`config.mk`:
```
export PLATFORM = sky130hd
export DESIGN_NAME = ota_sd_decimator
export DESIGN_NICKNAME = d
export VERILOG_FILES = /design/src/rtl/ota_sd_pkg.sv /design/src/rtl/sync_2ff.sv /design/src/rtl/ota_sd_decimator.sv
export SDC_FILE = /design/constraint.sdc
export NUM_CORES = 1
export LEC_CHECK = 0
export CAP_MARGIN = 20
export CORE_UTILIZATION = 35
export DETAILED_ROUTE_END_ITERATION = 6
export GPL_TIMING_DRIVEN = 1
export HOLD_SLACK_MARGIN = 0.08
export SETUP_SLACK_MARGIN = 0.4
export SLEW_MARGIN = 0
export SYNTH_ARGS = -nofsm -noshare
export SYNTH_HDL_FRONTEND = slang
export SYNTH_HIERARCHICAL = 1
export SYNTH_SLANG_ARGS = --single-unit
```
`constraint.sdc`:
```
create_clock -name clk -period 1.7 [get_ports clk]
set_clock_uncertainty 0.1 [all_clocks]
set_input_delay 0.34 -clock clk [delete_from_list [all_inputs] [get_ports clk]]
set_output_delay 0.34 -clock clk [all_outputs]
set_load 0.005 [all_outputs]
```
`src/rtl/ota_sd_pkg.sv`:
```
// ota_sd_pkg
// Shared types and constants for the sigma-delta decimator back end.
//   state_e    : FSM states (IDLE, SETTLE, ACQ)
//   *_DEF      : default oversampling ratio (log2) and settle length
//   calc_rw    : result width needed to hold a full-window count
//   calc_cw    : sample counter width covering both SETTLE and ACQ phases
package ota_sd_pkg;

    typedef enum logic [1:0] {
        IDLE   = 2'd0,
        SETTLE = 2'd1,
        ACQ    = 2'd2
    } state_e;

    localparam int OSR_LOG2_DEF   = 8;
    localparam int SETTLE_CYC_DEF = 16;

    // A window of 2^osr_log2 ones needs one extra bit above osr_log2.
    function automatic int calc_rw(input int osr_log2);
        return osr_log2 + 1;
    endfunction

    function automatic int calc_cw(input int osr_log2, input int settle_cyc);
        int sw;
        sw = $clog2(settle_cyc + 1);
        return (osr_log2 > sw) ? osr_log2 : sw;
    endfunction

endpackage

```
`src/rtl/sync_2ff.sv`:
```
// sync_2ff
// Generic single-bit two-flop synchronizer for bringing an asynchronous
// level into the clk domain.
// Ports:
//   clk   : destination clock
//   rst_n : asynchronous active-low reset, both flops clear to 0
//   d     : asynchronous input
//   q     : synchronized output, two clk cycles after d
module sync_2ff (
    input  logic clk,
    input  logic rst_n,
    input  logic d,
    output logic q
);

    logic meta_q;
    logic sync_q;

    always_ff @(posedge clk or negedge rst_n) begin
        if (!rst_n) begin
            meta_q <= 1'b0;
            sync_q <= 1'b0;
        end else begin
            meta_q <= d;
            sync_q <= meta_q;
        end
    end

    assign q = sync_q;

endmodule

```
`src/rtl/ota_sd_decimator.sv`:
```
// ota_sd_decimator
// Digital back end for the OTA configured as a first-order sigma-delta loop.
// Synchronizes the comparator bit, drives it back as the 1-bit feedback DAC,
// and counts ones over windows of 2^OSR_LOG2 samples after a settle period.
// Ports:
//   clk, rst_n    : tile clock, asynchronous active-low reset
//   ena           : tile enable; low aborts any conversion (partial discarded)
//   comp_in       : raw comparator output (asynchronous)
//   fb_out        : feedback DAC drive (registered synchronized comparator bit)
//   start         : one-cycle pulse, begins a conversion from IDLE
//   cont          : continuous mode, sampled at each window end
//   result        : ones count of the last window, 0..2^OSR_LOG2
//   result_valid  : result available; cleared by result_ready handshake
//   result_ready  : consumer accepts result
//   overrun       : sticky, set when an unread result is overwritten
//   clr_ovr       : synchronous clear of overrun (a same-cycle set wins)
module ota_sd_decimator
    import ota_sd_pkg::*;
#(
    parameter int OSR_LOG2   = OSR_LOG2_DEF,
    parameter int SETTLE_CYC = SETTLE_CYC_DEF,
    parameter int RW         = calc_rw(OSR_LOG2)
) (
    input  logic          clk,
    input  logic          rst_n,
    input  logic          ena,
    input  logic          comp_in,
    output logic          fb_out,
    input  logic          start,
    input  logic          cont,
    output logic [RW-1:0] result,
    output logic          result_valid,
    input  logic          result_ready,
    output logic          overrun,
    input  logic          clr_ovr
);

    localparam int            CW          = calc_cw(OSR_LOG2, SETTLE_CYC);
    localparam logic [CW-1:0] SETTLE_LAST = CW'(SETTLE_CYC - 1);
    localparam logic [CW-1:0] ACQ_LAST    = CW'((1 << OSR_LOG2) - 1);

    logic          comp_s;

    state_e        state_q, state_d;
    logic [CW-1:0] cnt_q, cnt_d;
    logic [RW-1:0] acc_q, acc_d;
    logic [RW-1:0] result_q, result_d;
    logic          valid_q, valid_d;
    logic          ovr_q, ovr_d;
    logic          fb_q, fb_d;
    logic [RW-1:0] acc_sum;
    logic          load;

    sync_2ff u_sync (
        .clk   (clk),
        .rst_n (rst_n),
        .d     (comp_in),
        .q     (comp_s)
    );

    always_comb begin
        state_d  = state_q;
        cnt_d    = cnt_q;
        acc_d    = acc_q;
        result_d = result_q;
        valid_d  = valid_q;
        ovr_d    = ovr_q;
        fb_d     = comp_s;
        load     = 1'b0;
        // The final sample of a window is folded in on the load cycle itself,
        // so the loaded value can reach the full 2^OSR_LOG2.
        acc_sum  = acc_q + RW'(comp_s);

        if (valid_q && result_ready) begin
            valid_d = 1'b0;
        end
        if (clr_ovr) begin
            ovr_d = 1'b0;
        end

        if (!ena) begin
            state_d = IDLE;
            cnt_d   = '0;
            acc_d   = '0;
        end else begin
            case (state_q)
                IDLE: begin
                    if (start) begin
                        state_d = SETTLE;
                        cnt_d   = '0;
                    end
                end
                SETTLE: begin
                    if (cnt_q == SETTLE_LAST) begin
                        state_d = ACQ;
                        cnt_d   = '0;
                    end else begin
                        cnt_d = cnt_q + CW'(1);
                    end
                end
                ACQ: begin
                    if (cnt_q == ACQ_LAST) begin
                        load    = 1'b1;
                        cnt_d   = '0;
                        acc_d   = '0;
                        // Continuous mode re-enters ACQ directly: no gap samples.
                        state_d = cont ? ACQ : IDLE;
                    end else begin
                        cnt_d = cnt_q + CW'(1);
                        acc_d = acc_sum;
                    end
                end
                default: state_d = IDLE;
            endcase
        end

        // A load always leaves valid high; a simultaneous ready consumes the
        // old value cleanly, otherwise the old value is lost and flagged.
        if (load) begin
            result_d = acc_sum;
            valid_d  = 1'b1;
            if (valid_q && !result_ready) begin
                ovr_d = 1'b1;
            end
        end
    end

    always_ff @(posedge clk or negedge rst_n) begin
        if (!rst_n) begin
            state_q  <= IDLE;
            cnt_q    <= '0;
            acc_q    <= '0;
            result_q <= '0;
            valid_q  <= 1'b0;
            ovr_q    <= 1'b0;
            fb_q     <= 1'b0;
        end else begin
            state_q  <= state_d;
            cnt_q    <= cnt_d;
            acc_q    <= acc_d;
            result_q <= result_d;
            valid_q  <= valid_d;
            ovr_q    <= ovr_d;
            fb_q     <= fb_d;
        end
    end

    assign fb_out       = fb_q;
    assign result       = result_q;
    assign result_valid = valid_q;
    assign overrun      = ovr_q;

endmodule

```
# After elaboration in Yosys (flattened, before gate mapping)
# Cells that the tools add are included.
[totals]
regBits = 33
word_cells = 49
[op_classes]
add_sub_neg = 2
n_eq_ne = 9
n_mux = 22
reduce_logical = 7
[ops]
columns = ["operator", "count"]
rows = [
  ["$mux 8", 4],
  ["$mux 9", 3],
  ["$pmux 8 s3", 1],
  ["$mux 2", 5],
  ["$add 9x1->9", 1],
  ["$ne 3x3->1 const B", 3],
  ["$add 8x1->8 const B", 1],
  ["$eq 8x4->1 const B", 1],
  ["$eq 8x8->1 const B", 1],
  ["$mux 1", 8],
  ["$pmux 2 s3", 1],
  ["$ne 4x1->1 const B", 1],
  ["$reduce_and 3->1", 1],
  ["$eq 2x1->1 const B", 1],
  ["$eq 2x2->1 const B", 1],
  ["$logic_and 1x1->1", 2],
  ["$logic_not 2->1", 1],
  ["$ne 2x1->1 const B", 1],
  ["$reduce_and 2->1", 1],
  ["$reduce_bool 2->1", 1],
  ["$logic_not 1->1", 1],
]

# Longest topological paths before layout
# Gate-level depths: netlist (run 1).
[depth]
word_depth = 5
mapped_depth = 7
mapped_depth_nobuf = 6

# By module
# Netlist (run 1), hierarchy kept.
[modules_own_cells]
columns = ["module", "instances", "cells_per_inst", "area_each_um2"]
rows = [
  ["ota_sd_decimator", 1, 171, 1656.6],
  ["sync_2ff", 1, 2, 50.0],
]

# Worst setup path after synthesis (run 1)
# OpenSTA, ideal clock, no wires.
[synth_timing]
path_kind = "register to register"
from = "register state_q[0]"
to = "register result_q[0] (netlist: result[0])"
setup_time_ns = 0.125
arrival_time_ns = 1.565
path_slack_ns = -0.090
path_stages_with_launch = 6
n_path_buf = 0
period_less_slack_ns = 1.790
cell_sequence = "dfrtp_1 -> inv_1 -> ha_1 -> nand2_1 -> nor3_2 -> mux2_2"
[synth_via]
elab_chain_cells = 3
[synth_lines]
columns = ["element", "line_no", "text"]
rows = [
  ["start, declared", "ota_sd_decimator.sv:44", "state_e state_q, state_d;"],
  ["start signal, assigned", "ota_sd_decimator.sv:138", "state_q <= state_d;"],
  ["$eq 2x2->1", "ota_sd_decimator.sv:86", "case (state_q)"],
  ["$mux 1", "ota_sd_decimator.sv:86", ""],
  ["$mux 1", "ota_sd_decimator.sv:81", "if (!ena) begin"],
  ["end signal, assigned", "ota_sd_decimator.sv:141", "result_q <= result_d;"],
  ["end, declared", "ota_sd_decimator.sv:47", "logic [RW-1:0] result_q, result_d;"],
]
# No other way between the ends.
# A chain may end at the register's enable or synchronous reset.

# Worst setup path in the final report (run 1)
[layout_timing]
from = "register cnt_q[7]"
to = "register cnt_q[6]"
[layout_via]
elab_chain_cells = 4
word_cells_on_any_way = 6
classes_between = "eq/ne (2); mux (4)"
[layout_lines]
columns = ["element", "line_no", "text"]
rows = [
  ["start, declared", "ota_sd_decimator.sv:45", "logic [CW-1:0] cnt_q, cnt_d;"],
  ["start signal, assigned", "ota_sd_decimator.sv:139", "cnt_q <= cnt_d;"],
  ["$eq 8x8->1 or $eq 8x4->1 (tied branches)", "ota_sd_decimator.sv:102, ota_sd_decimator.sv:94", ""],
  ["$mux 8 (on tied branches)", "ota_sd_decimator.sv:102, ota_sd_decimator.sv:94", ""],
  ["$pmux 8 s3 *", "ota_sd_decimator.sv:86", ""],
  ["$mux 8 *", "ota_sd_decimator.sv:81", ""],
]
# Every way passes the cells marked *; elsewhere a longest branch is shown, timed or not.

==> flow_summary.json, run 1 <==
{
  "core_area_um2": 4690,
  "yosysWarnings": 6,
  "fin_crit_ns": 1.71,
  "ys_ff_latch": 33,
  "fmax_ghz": 0.583,
  "port_buffers": 19,
  "htree_levels": 2,
  "slew_headroom_pct": 77.2,
  "worstMarginPinSlew_ns": 0.334,
  "leakage_nw": 1.25,
  "worstHoldEndpoint": "u_sync/q$_DFF_PN0_",
  "clock-sinks": 33,
  "track_usage_pct": 18.4,
  "cp-end-kind": "register",
  "dr.pass1.iters": 4,
  "synth_top_area_share_pct": 48.4,
  "grtUsageMet2_pct": 34.7,
  "drt.antenna.violating_nets": 0,
  "grt.met1_usage_pct": 19.9,
  "rsz0062_at_grt": "true",
  "die_x_um": 71.8,
  "rr_startpoint": "cnt_q[7]$_DFFE_PN0P_",
  "cts_tree": "yes",
  "synth_area_leader_cell": "dfrtp_1",
  "syn_inst": 173,
  "p_per_area_nw_per_um2": 952,
  "fin_total_pwr_mw": 2.62,
  "hold_violations": 0,
  "insertedDiodeCount": 0,
  "grt_first_pass_wirelength_um": 7400,
  "setup_violations": 3,
  "cts_root_buf": "clkbuf_8",
  "ios": 20,
  "timing.hold.ws_ns": 0.262,
  "cp-start-kind": "register",
  "status": "finished with violations",
  "syn-cell-area_um2": 1710,
  "antenna_found_initial": 0,
  "dieArea_um2": 5160,
  "drt_wl_total_um": 4450,
  "cp.arrival_ns": 1.78,
  "yosysSeqAreaShare_pct": 48.4,
  "ir_worst_vdd_mv": 0.421,
  "die_y_um": 71.8,
  "grt_pass1_vias": 1665,
  "min_from": "u_sync/meta_q$_DFF_PN0_",
  "crit_required_ns": 1.77,
  "cts_max_path_buffers": 2,
  "clk_latency_ns": 0.29,
  "violations": "setup timing",
  "synthDistinctLibCells": 40,
  "initial_core_util_pct": 36.4,
  "finalMaxSlewViolations": 0,
  "via_per_inst": 5.27,
  "critical_path_class": "reg2reg",
  "gp_congestion": 0.842,
  "grt_busiest_layer": "met2",
  "grt-ovfl-total": 0,
  "fin_tns_setup_ns": -0.0243,
  "syn_to_final_growth_pct": 61.4,
  "fill_cells": 409,
  "drive_gt1_share_pct": 48.4,
  "cp_max_fo": 7,
  "reg2reg_to": "cnt_q[6]$_DFFE_PN0P_",
  "rr_worst_depth": 5,
  "wire_per_inst_um": 14.7,
  "place_ws_ns": -0.149,
  "drc": 0,
  "rrSetupSlack_ns": -0.01,
  "finalCritPeriodShare_pct": 101,
  "vias": 1593,
  "grt_max_degree": 34,
  "synth_nets": 187,
  "cap_violations": 0,
  "dp_hpwl_um": 2810,
  "min_path_cells": 0,
  "min_path_type": "reg2reg",
  "finalNonFillerCells": 302,
  "use_met3_pct": 4.64,
  "fin_ws_ns": -0.0146,
  "numCtsBuffers": 5,
  "dp.cells": 263,
  "fin_nets": 261,
  "synth_area_leaders": "dfrtp_1, ha_1, nand2_1, o21ai_0, a21oi_1",
  "num_rows": 25,
  "avgSynthCellArea_um2": 9.86,
  "cts_hold_buf": 0,
  "drtIter0Drc": 85,
  "clk_pin_slew_ns": 0.07
}
## synth_stat cells
cell type / instances
buf_4: 1
nand2b_1: 2
or2_2: 1
nor2b_1: 5
a31oi_1: 2
dfrtp_1: 33
mux2i_1: 2
nand2_1: 20
mux2_2: 2
nand3_2: 1
o21ai_0: 14
a21oi_1: 13
nor2_1: 13
clkbuf_1: 2
and4_1: 1
a211oi_1: 2
a32o_1: 1
buf_2: 1
o21ba_2: 1
and2_1: 1
nor3_1: 4
nand3_1: 5
or4_4: 1
a22o_1: 6
a2111oi_0: 2
xnor2_1: 5
nor4_1: 2
o21ai_4: 1
inv_1: 6
xor2_1: 2
a21o_1: 4
o21a_1: 1
ha_1: 6
o21bai_1: 1
buf_6: 1
nor3_2: 1
o2bb2a_1: 1
a311oi_1: 3
o31ai_1: 1
nand4_1: 2
## registers in the layout, summed over array words and instances, names as in the netlist
signal / flops
u_sync/q: 1
state_q: 2
u_sync/meta_q: 1
fb_out: 1
result_valid: 1
result: 9
acc_q: 9
cnt_q: 8
overrun: 1
## cells in the final DEF (no fill, tap or decap), types with 2 or more instances in the layout
cell type	count
inv_1	4
a22o_1	6
nand2b_1	2
a311oi_2	2
clkbuf_8	5
nor2_1	6
nand4_1	2
a21oi_2	8
nand2_4	2
a31oi_1	2
nand3_1	3
nand3_4	2
buf_2	12
a211oi_1	2
nor3_2	2
xnor2_1	5
a2111oi_2	2
buf_4	43
nor2_4	7
dfrtp_1	33
nand2_1	18
buf_12	2
inv_2	2
nor2b_1	5
clkdlybuf4s50_1	7
mux2_4	2
buf_6	7
ha_4	5
nor3_1	2
o21ai_1	13
a21o_1	4
a21oi_1	5
## worst max-delay path by stage
stage	endpoint	start	slack [ns]	cells after the start
floorplan	state_q[1]$_DFFE_PN0P_	cnt_q[5]$_DFFE_PN0P_	0.07	4
global placement	overrun$_DFF_PN0_	ena	-0.11	5
detailed placement	cnt_q[6]$_DFFE_PN0P_	start	-0.15	5
CTS	state_q[0]$_DFFE_PN0P_	cnt_q[7]$_DFFE_PN0P_	-0.05	4
global route	cnt_q[5]$_DFFE_PN0P_	state_q[0]$_DFFE_PN0P_	-0.07	7
finish	cnt_q[6]$_DFFE_PN0P_	cnt_q[7]$_DFFE_PN0P_	-0.01	5
## final cells by class
type | instances | area (µm²) | area share [%]
timing repair buffer | 72 | 587 | 21.3
tap | 54 | 67.6 | 2.45
clock inverter | 3 | 46.3 | 1.68
inverter | 6 | 22.5 | 0.818
multi-input combinational | 129 | 1140 | 41.3
sequential | 33 | 826 | 30.0
clock buffer | 5 | 68.8 | 2.50
## logic make-up (layout without fill, tap and decap cells)
kind of cell | Yosys count | count (layout) | synth area share (%)
buffers and inverters | 11 | 86 | 3.15
AOI/OAI and AO/OA | 53 | 53 | 21.0
and+or+nand+nor | 59 | 59 | 17.0
muxes | 4 | 4 | 2.49
xor gates and xnor gates | 7 | 7 | 3.59
adders and majority gates | 6 | 6 | 4.40
DFF | 33 | 33 | 48.4
## routing by layer
layer,vias to the layer above,wire length [µm]
met5,-,0
met4,0,62
met3,8,150
met2,34,2460
met1,784,1780
li1,767,-
## timing repair
item,4_1_cts,5_1_grt
setup buffers,23,7
pin swaps,13,18
endpoints found under the setup margin,42,30
cloned,1,0
gates resized for setup,82,29
## critical path, cell delays in order, from the launching register on
cell      delay, ns
dfrtp_1        0.38
or4_4          0.55
o21ai_4        0.19
buf_4          0.14
o2bb2a_4       0.17
o21ai_1        0.08
## power by group
group          internal (mW)  switching (mW)  leakage [nW]
registers              0.819          0.0255         0.453
logic                  0.516           0.501         0.740
clock network          0.439           0.321        0.0543
## through the flow
| stage | utilization (%) | instance area (µm²) |
|---|---|---|
| after floorplan | - | 1810 |
| after global placement | 47.0 | 2200 |
| after detailed placement | 47.0 | 2200 |
| after CTS | 55.1 | 2580 |
| after global routing | 58.7 | 2750 |
| final | 58.7 | 2750 |
No activity file was read; power rests on OpenSTA's default activity.
==> run 2: changes to the inputs <==
==> constraint.sdc (replaced) <==
create_clock -name clk -period 2.15 [get_ports clk]
set_clock_uncertainty 0.1 [all_clocks]
set_input_delay 0.43 -clock clk [delete_from_list [all_inputs] [get_ports clk]]
set_output_delay 0.43 -clock clk [all_outputs]
set_load 0.005 [all_outputs]
==> run 2 against run 1 <==
The flow now finishes without violations. Routed wire length down 18%. Power down 32%. Via count down 11%.
==> flow_summary.json, run 2 (synthesized netlist as in run 1, its figures left out) <==
{
  "status": "completed",
  "fin_area_um2": 2330,
  "num_rows": 25,
  "crit_required_ns": 2.23,
  "rr_startpoint": "cnt_q[5]$_DFFE_PN0P_",
  "core_area_um2": 4690,
  "p_per_area_nw_per_um2": 766,
  "port_buffers": 19,
  "numCtsBuffers": 5,
  "cts_hold_buf": 0,
  "gp_congestion": 0.732,
  "reg2reg_to": "state_q[0]$_DFFE_PN0P_",
  "timing.hold.ws_ns": 0.255,
  "critical_path_class": "reg2reg",
  "clk_pin_slew_ns": 0.07,
  "clk_latency_ns": 0.29,
  "syn_to_final_growth_pct": 36.7,
  "fin_total_pwr_mw": 1.79,
  "wire_per_inst_um": 13.3,
  "min_path_cells": 0,
  "grt_max_degree": 34,
  "cts_root_buf": "clkbuf_8",
  "finalCritPeriodShare_pct": 79.9,
  "drc": 0,
  "cp-start-kind": "register",
  "finalNonFillerCells": 274,
  "drt.antenna.violating_nets": 0,
  "setup_violations": 0,
  "hold_violations": 0,
  "drt_wl_total_um": 3640,
  "htree_levels": 2,
  "initial_core_util_pct": 36.4,
  "ir_worst_vdd_mv": 0.305,
  "final_cell_mix": "dfrtp_1, buf_4, nand2_1, clkdlybuf4s50_1",
  "slew_headroom_pct": 72.1,
  "fin_ws_ns": 0.432,
  "drtIter0Drc": 80,
  "fill_cells": 451,
  "cp_cell_sequence": "or4_4 -> o21ai_4 -> a31oi_1 -> a311oi_1",
  "max_stage_delay_ns": 0.54,
  "leakage_nw": 1.00,
  "grt_pass1_vias": 1253,
  "die_y_um": 71.8,
  "cap_violations": 0,
  "drive_gt1_share_pct": 26.4,
  "grt-ovfl-total": 0,
  "slowest_stage": "or4_4",
  "cp_max_fo": 4,
  "via_per_inst": 5.15,
  "cp-end-kind": "register",
  "min_path_type": "reg2reg",
  "multi_input_area_um2": 942,
  "rrSetupSlack_ns": 0.43,
  "fin_crit_ns": 1.72,
  "dpl-instance-area_um2": 2000,
  "worstMarginPinSlew_ns": 0.419,
  "dp.cells": 247,
  "grt_first_pass_wirelength_um": 5540,
  "die_x_um": 71.8,
  "cts_max_path_buffers": 2,
  "cp.arrival_ns": 1.80,
  "cts_tree": "yes",
  "place_ws_ns": 0.180,
  "min_from": "u_sync/meta_q$_DFF_PN0_",
  "ios": 20,
  "fmax_ghz": 0.582,
  "track_usage_pct": 14.1,
  "worstHoldEndpoint": "u_sync/q$_DFF_PN0_",
  "fin_tns_setup_ns": 0,
  "final_common_cell": "dfrtp_1",
  "final_util_pct": 49.7,
  "rsz0062_at_grt": "true",
  "dp_hpwl_um": 2220,
  "seqCellArea_um2": 830,
  "finalMaxSlewViolations": 0,
  "insertedDiodeCount": 0,
  "rr_worst_depth": 4,
  "fin_nets": 233,
  "vias": 1410,
  "antenna_found_initial": 0,
  "dieArea_um2": 5160,
  "dr.pass1.iters": 4,
  "clock-sinks": 33
}
==> run 2: critical path, delay by kind of cell, from the launching register on <==
family	cells	cell delay (ns)
compound gates	3	0.55
flops	1	0.43
simple gates	1	0.54
==> run 2: per-layer routing <==
| metal | vias up | track usage [%] | wire length [µm] |
|---|---|---|---|
| li1 | 713 | - | - |
| met1 | 663 | 17.1 | 1730 |
| met2 | 26 | 23.3 | 1730 |
| met3 | 8 | 4.22 | 123 |
| met4 | 0 | 5.88 | 58 |
| met5 | - | 0 | 0 |
==> run 2: worst max path at each step <==
stage	slack [ns]	start	cells after the start	end
5_1_grt	0.35	cnt_q[4]$_DFFE_PN0P_	4	state_q[0]$_DFFE_PN0P_
3_3_place_gp	0.20	start	5	cnt_q[5]$_DFFE_PN0P_
3_5_place_dp	0.18	start	5	cnt_q[5]$_DFFE_PN0P_
2_1_floorplan	0.41	state_q[0]$_DFFE_PN0P_	7	cnt_q[0]$_DFFE_PN0P_
6_report	0.43	cnt_q[5]$_DFFE_PN0P_	4	state_q[0]$_DFFE_PN0P_
4_1_cts	0.38	state_q[0]$_DFFE_PN0P_	5	result[0]$_DFFE_PN0P_
==> run 2: area by class of cell <==
cell class	count	area share (%)
tap	54	2.90
timing repair buffer	44	16.5
inverter	6	0.965
multi-input combinational	129	40.4
clock inverter	3	0.751
sequential	33	35.5
clock buffer	5	2.95
==> run 2: repair_timing <==
action,in CTS,in global routing
endpoints found under the setup margin,18,25
pin swaps,3,5
gates resized for setup,10,16
buffers inserted,7,12
hold endpoints to repair,0,0
==> run 2: power breakdown <==
part           total, mW  leakage, nW  internal (mW)  switching, mW
logic              0.666        0.512          0.330          0.336
clock network      0.451       0.0439          0.223          0.228
registers          0.672        0.448          0.648         0.0241
total               1.79         1.00           1.20          0.588
==> run 3: changes to the inputs <==
==> constraint.sdc (replaced) <==
create_clock -name clk -period 1.76 [get_ports clk]
set_clock_uncertainty 0.1 [all_clocks]
set_input_delay 0.352 -clock clk [delete_from_list [all_inputs] [get_ports clk]]
set_output_delay 0.352 -clock clk [all_outputs]
set_load 0.005 [all_outputs]
==> run 3 against run 2 <==
Sequential share of layout area decreased by 6.6 points. Global-route usage increased by 4.3 points. Via count increased by 14%. Sequential power increased by 22%. Routed wire length increased by 22%. Worst hold slack got worse by 0.0084 ns. Maximum frequency decreased by 1.6%. Final area increased by 22%. Critical path type unchanged. Largest cell class unchanged.
==> flow_summary.json, run 3 (synthesized netlist as in run 1, its figures left out) <==
{
  "status": "completed",
  "fmax_ghz": 0.573,
  "critPathTopFamily": "flip-flops",
  "slowest_stage": "dfrtp_1",
  "multi_input_area_um2": 1170,
  "drive_gt1_share_pct": 49.8,
  "vias": 1608,
  "crit_required_ns": 1.83,
  "cts_tree": "yes",
  "clock-sinks": 33,
  "grt_pass1_vias": 1554,
  "die_y_um": 71.8,
  "worstMarginPinSlew_ns": 0.426,
  "cp-end-kind": "register",
  "cp.arrival_ns": 1.82,
  "cts_hold_buf": 0,
  "slew_headroom_pct": 71.6,
  "grt_first_pass_wirelength_um": 7300,
  "fill_cells": 397,
  "gp_congestion": 0.814,
  "clk_pin_slew_ns": 0.07,
  "dr.pass1.iters": 4,
  "p_per_area_nw_per_um2": 884,
  "ios": 20,
  "critical_path_class": "reg2reg",
  "port_buffers": 19,
  "final_cell_mix": "buf_4, dfrtp_1, nand2_1",
  "clk_latency_ns": 0.29,
  "finalCritPeriodShare_pct": 99.2,
  "via_per_inst": 5.34,
  "drtIter0Drc": 92,
  "num_rows": 25,
  "seqCellArea_um2": 827,
  "core_area_um2": 4690,
  "finalMaxSlewViolations": 0,
  "antenna_found_initial": 0,
  "fin_area_um2": 2860,
  "numCtsBuffers": 5,
  "grt_max_degree": 34,
  "cp_cell_sequence": "ha_4 -> nand3_4 -> buf_12 -> nor3_4 -> buf_6 -> mux2_4",
  "cp-start-kind": "register",
  "grt-ovfl-total": 0,
  "setup_violations": 0,
  "max_stage_delay_ns": 0.39,
  "cts_root_buf": "clkbuf_8",
  "dp_hpwl_um": 2700,
  "timing.hold.ws_ns": 0.247,
  "hold_violations": 0,
  "track_usage_pct": 18.4,
  "leakage_nw": 1.26,
  "min_path_type": "reg2reg",
  "final_common_cell": "buf_4",
  "initial_core_util_pct": 36.4,
  "drt.antenna.violating_nets": 0,
  "ir_worst_vdd_mv": 0.520,
  "cap_violations": 0,
  "cts_max_path_buffers": 2,
  "syn_to_final_growth_pct": 67.4,
  "dpl-instance-area_um2": 2160,
  "htree_levels": 2,
  "fin_total_pwr_mw": 2.52,
  "insertedDiodeCount": 0,
  "dieArea_um2": 5160,
  "fin_crit_ns": 1.75,
  "fin_tns_setup_ns": 0,
  "die_x_um": 71.8,
  "fin_nets": 260,
  "critPathBufInv": 2,
  "wire_per_inst_um": 14.8,
  "final_util_pct": 60.9,
  "rsz0062_at_grt": "true",
  "cp_max_fo": 5,
  "drc": 0,
  "drt_wl_total_um": 4450
}
-- run 3: layout make-up --
cell class                      count  share of cell area [%]
Multi-Input combinational cell    129                    41.1
Tap cell                           54                    2.37
Sequential cell                    33                    29.0
Inverter                            6                   0.788
Clock inverter                      1                    1.05
Clock buffer                        7                    3.02
Timing Repair Buffer               71                    22.7
-- run 3: power breakdown --
| group | switching, mW | internal, mW |
|---|---|---|
| clock | 0.290 | 0.462 |
| sequential | 0.0267 | 0.791 |
| combinational | 0.460 | 0.495 |
| total | 0.776 | 1.75 |
-- run 3: through the flow --
stage	worst slack (ns)	cells
floorplan	0.126	173
global placement	-0.0755	257
detailed placement	-0.105	257
CTS	0.0593	291
global route	-0.0575	301
finish	0.0133	301
-- run 3: layer usage --
layer	track usage (%)	share of wire, %
met5	0	0
met4	7.84	1.5
met2	31.8	55
met3	3.52	3.2
met1	22.4	40
-- run 3: timing repair --
item,4_1_cts,5_1_grt
gates resized for setup,73,35
gates cloned,1,0
pin swaps,18,16
setup endpoints to repair,42,35
buffers inserted,25,10
-- run 3: final timing paths --
| kind | from | to | slack, ns | cells after the start |
|---|---|---|---|---|
| max | cnt_q[1]$_DFFE_PN0P_ | result[0]$_DFFE_PN0P_ | 0.01 | 6 |
| min | u_sync/meta_q$_DFF_PN0_ | u_sync/q$_DFF_PN0_ | 0.25 | 0 |
| max reg2reg | cnt_q[1]$_DFFE_PN0P_ | result[0]$_DFFE_PN0P_ | 0.01 | 6 |
| min reg2reg | u_sync/meta_q$_DFF_PN0_ | u_sync/q$_DFF_PN0_ | 0.25 | 0 |
| max in group asynchronous | rst_n | cnt_q[6]$_DFFE_PN0P_ | 0.87 | 2 |
| min in group asynchronous | rst_n | overrun$_DFF_PN0_ | 0.36 | 2 |
==> patch: new RTL, config.mk and constraints of run 1 <==
Encoding of `state_e`: now one-hot (3 bits for 3 states).
--- a/src/rtl/ota_sd_pkg.sv
+++ b/src/rtl/ota_sd_pkg.sv
@@ -8,6 +8,6 @@
 
-    typedef enum logic [1:0] {
-        IDLE   = 2'd0,
-        SETTLE = 2'd1,
-        ACQ    = 2'd2
+    typedef enum logic [2:0] {
+        IDLE   = 3'b001,
+        SETTLE = 3'b010,
+        ACQ    = 3'b100
     } state_e;
Check against the original RTL: same outputs for any inputs over 10 cycles, from zero or initial values and one cycle with rst_n low; not proved beyond that.
==> patch against run 1 <==
First-iteration DRC count fell by 20%; sequential cell count is 1 higher; area after synthesis is essentially flat; setup slack better by 62 ps; cell count increased by 2.0%; global-route usage increased by 0.68 points; via count up 0.88%; design area grew 3.7%; non-clock buffer count grew 10; wire length grew 1.3%; hold slack lost 7.8 ps; critical endpoint is now cnt_q[5].
Power is not compared: it rests on default switching activity, and its combinational part moved more than twofold at a synthesized area within 25%.
==> patch: results (changes against run 1) <==
<table>
<tr><th>Metric</th><th>Value</th></tr>
<tr><th colspan="2">Critical path</th></tr>
<tr><td>Reg2reg setup slack</td><td>50 ps (+60 ps)</td></tr>
<tr><td>Maximum fanout count along the critical path</td><td>5 (-2)</td></tr>
<tr><td>Crit-path leading delay family</td><td>flip-flops</td></tr>
<tr><td>Startpoint of the lowest-slack register-to-register path</td><td>state_q[0]</td></tr>
<tr><td>Data arrival time of the critical path</td><td>1730 ps (-50 ps)</td></tr>
<tr><td>Destination of the worst register-to-register timing path</td><td>cnt_q[5]</td></tr>
<tr><td>R2R depth</td><td>6 (+1)</td></tr>
<tr><th colspan="2">Global routing</th></tr>
<tr><td>Met3 track demand over resource in global routing</td><td>4.501% (-0.14 points)</td></tr>
<tr><td>Wire length of the first global-routing pass</td><td>7.541 mm (+2.0%)</td></tr>
<tr><td>Total GRT Usage</td><td>19.11% (+0.68 points)</td></tr>
<tr><th colspan="2">Synth</th></tr>
<tr><td>Number of distinct standard cells referenced by the synthesized netlist</td><td>39 (-2.5%)</td></tr>
<tr><td>Post-synthesis net count</td><td>179 (-4.3%)</td></tr>
<tr><td>Main area contributors after synthesis</td><td>dfrtp_1 (48%), o21ai_0 (3.8%), a21oi_1 (3.5%), a22o_1 (3.1%), xnor2_1 (3.1%)</td></tr>
<tr><td>Portion of the post-synthesis area used by sequential elements</td><td>49.96% (+1.6 points)</td></tr>
<tr><td>Cells after Synth</td><td>168 (-2.9%)</td></tr>
<tr><th colspan="2">Place</th></tr>
<tr><td>Final weighted congestion in routability-driven placement</td><td>0.8772 (+4.2%)</td></tr>
<tr><td>Cell total after placement</td><td>265 (+0.76%)</td></tr>
<tr><td>HPWL Detailed</td><td>2.816 mm (+0.33%)</td></tr>
<tr><th colspan="2">Cells and area</th></tr>
<tr><td>Final cell count without fillers</td><td>308 (+2.0%)</td></tr>
<tr><td>Number of nets in the layout</td><td>264 (+1.1%)</td></tr>
<tr><td>Filler Cell Count</td><td>393 (-3.9%)</td></tr>
<tr><td>Share of post-route cells with drive strength above 1</td><td>54.72% (+6.3 points)</td></tr>
<tr><td>Multi-input combinational cell area</td><td>0.001101 mm² (-3.1%)</td></tr>
<tr><th colspan="2">STA</th></tr>
<tr><td>Worst-case hold slack</td><td>254.0 ps (-7.827 ps)</td></tr>
<tr><th colspan="2">Pwr</th></tr>
<tr><td>Leakage power</td><td>between 1 and 1.5 nW</td></tr>
<tr><th colspan="2">Routing</th></tr>
<tr><td>Final Routed Wirelength</td><td>4.503 mm (+1.3%)</td></tr>
<tr><td>Drt initial violations</td><td>68 (-20%)</td></tr>
<tr><th colspan="2">Run status</th></tr>
<tr><td>Result of the run</td><td>complete, no violations</td></tr>
<tr><th colspan="2">Worst hold path</th></tr>
<tr><td>Min-delay src</td><td>u_sync/meta_q</td></tr>
</table>
[patch: layout make-up]
class	count	area share [%]
Clock buffer	5	2.409
Multi-Input combinational cell	122	38.55
Inverter	8	1.051
Clock inverter	3	1.577
Tap cell	54	2.365
Timing Repair Buffer	82	24.00
Sequential cell	34	30.05
[patch: kinds of logic after synthesis]
| logic type | share of synthesized area (%) |
|---|---|
| simple gates | 19.81 |
| xor+xnor | 4.109 |
| flops | 49.96 |
| buf+inv | 3.301 |
| mux | 2.494 |
| fa+ha+maj | 2.201 |
| compound gates | 18.12 |
[patch: layer usage]
| layer | part of all wire (%) | vias up |
|---|---|---|
| met3 | 2.4 | 8 |
| met5 | 0 | - |
| met1 | 40 | 799 |
| met2 | 56 | 20 |
| li1 | - | 780 |
| met4 | 1.7 | 0 |
[patch: what timing repair did]
item	4_1_cts	5_1_grt
pin swaps	10	13
setup buffers	19	15
endpoints found under the hold margin	0	0
cloned	1	0
setup endpoints to repair	43	31
gates resized for setup	81	38
hold buffers	0	0
[patch: power by group]
part	switching, mW	internal (mW)
Clock	0.325	0.436
Combinational	0.145	0.184
Sequential	0.0247	0.837
[patch: worst max path at each step]
stage / to / cells past startpoint
2_1_floorplan: result[0] / 4
3_3_place_gp: overrun / 6
3_5_place_dp: overrun / 6
4_1_cts: result[1] / 4
5_1_grt: result[7] / 6
6_report: cnt_q[5] / 6
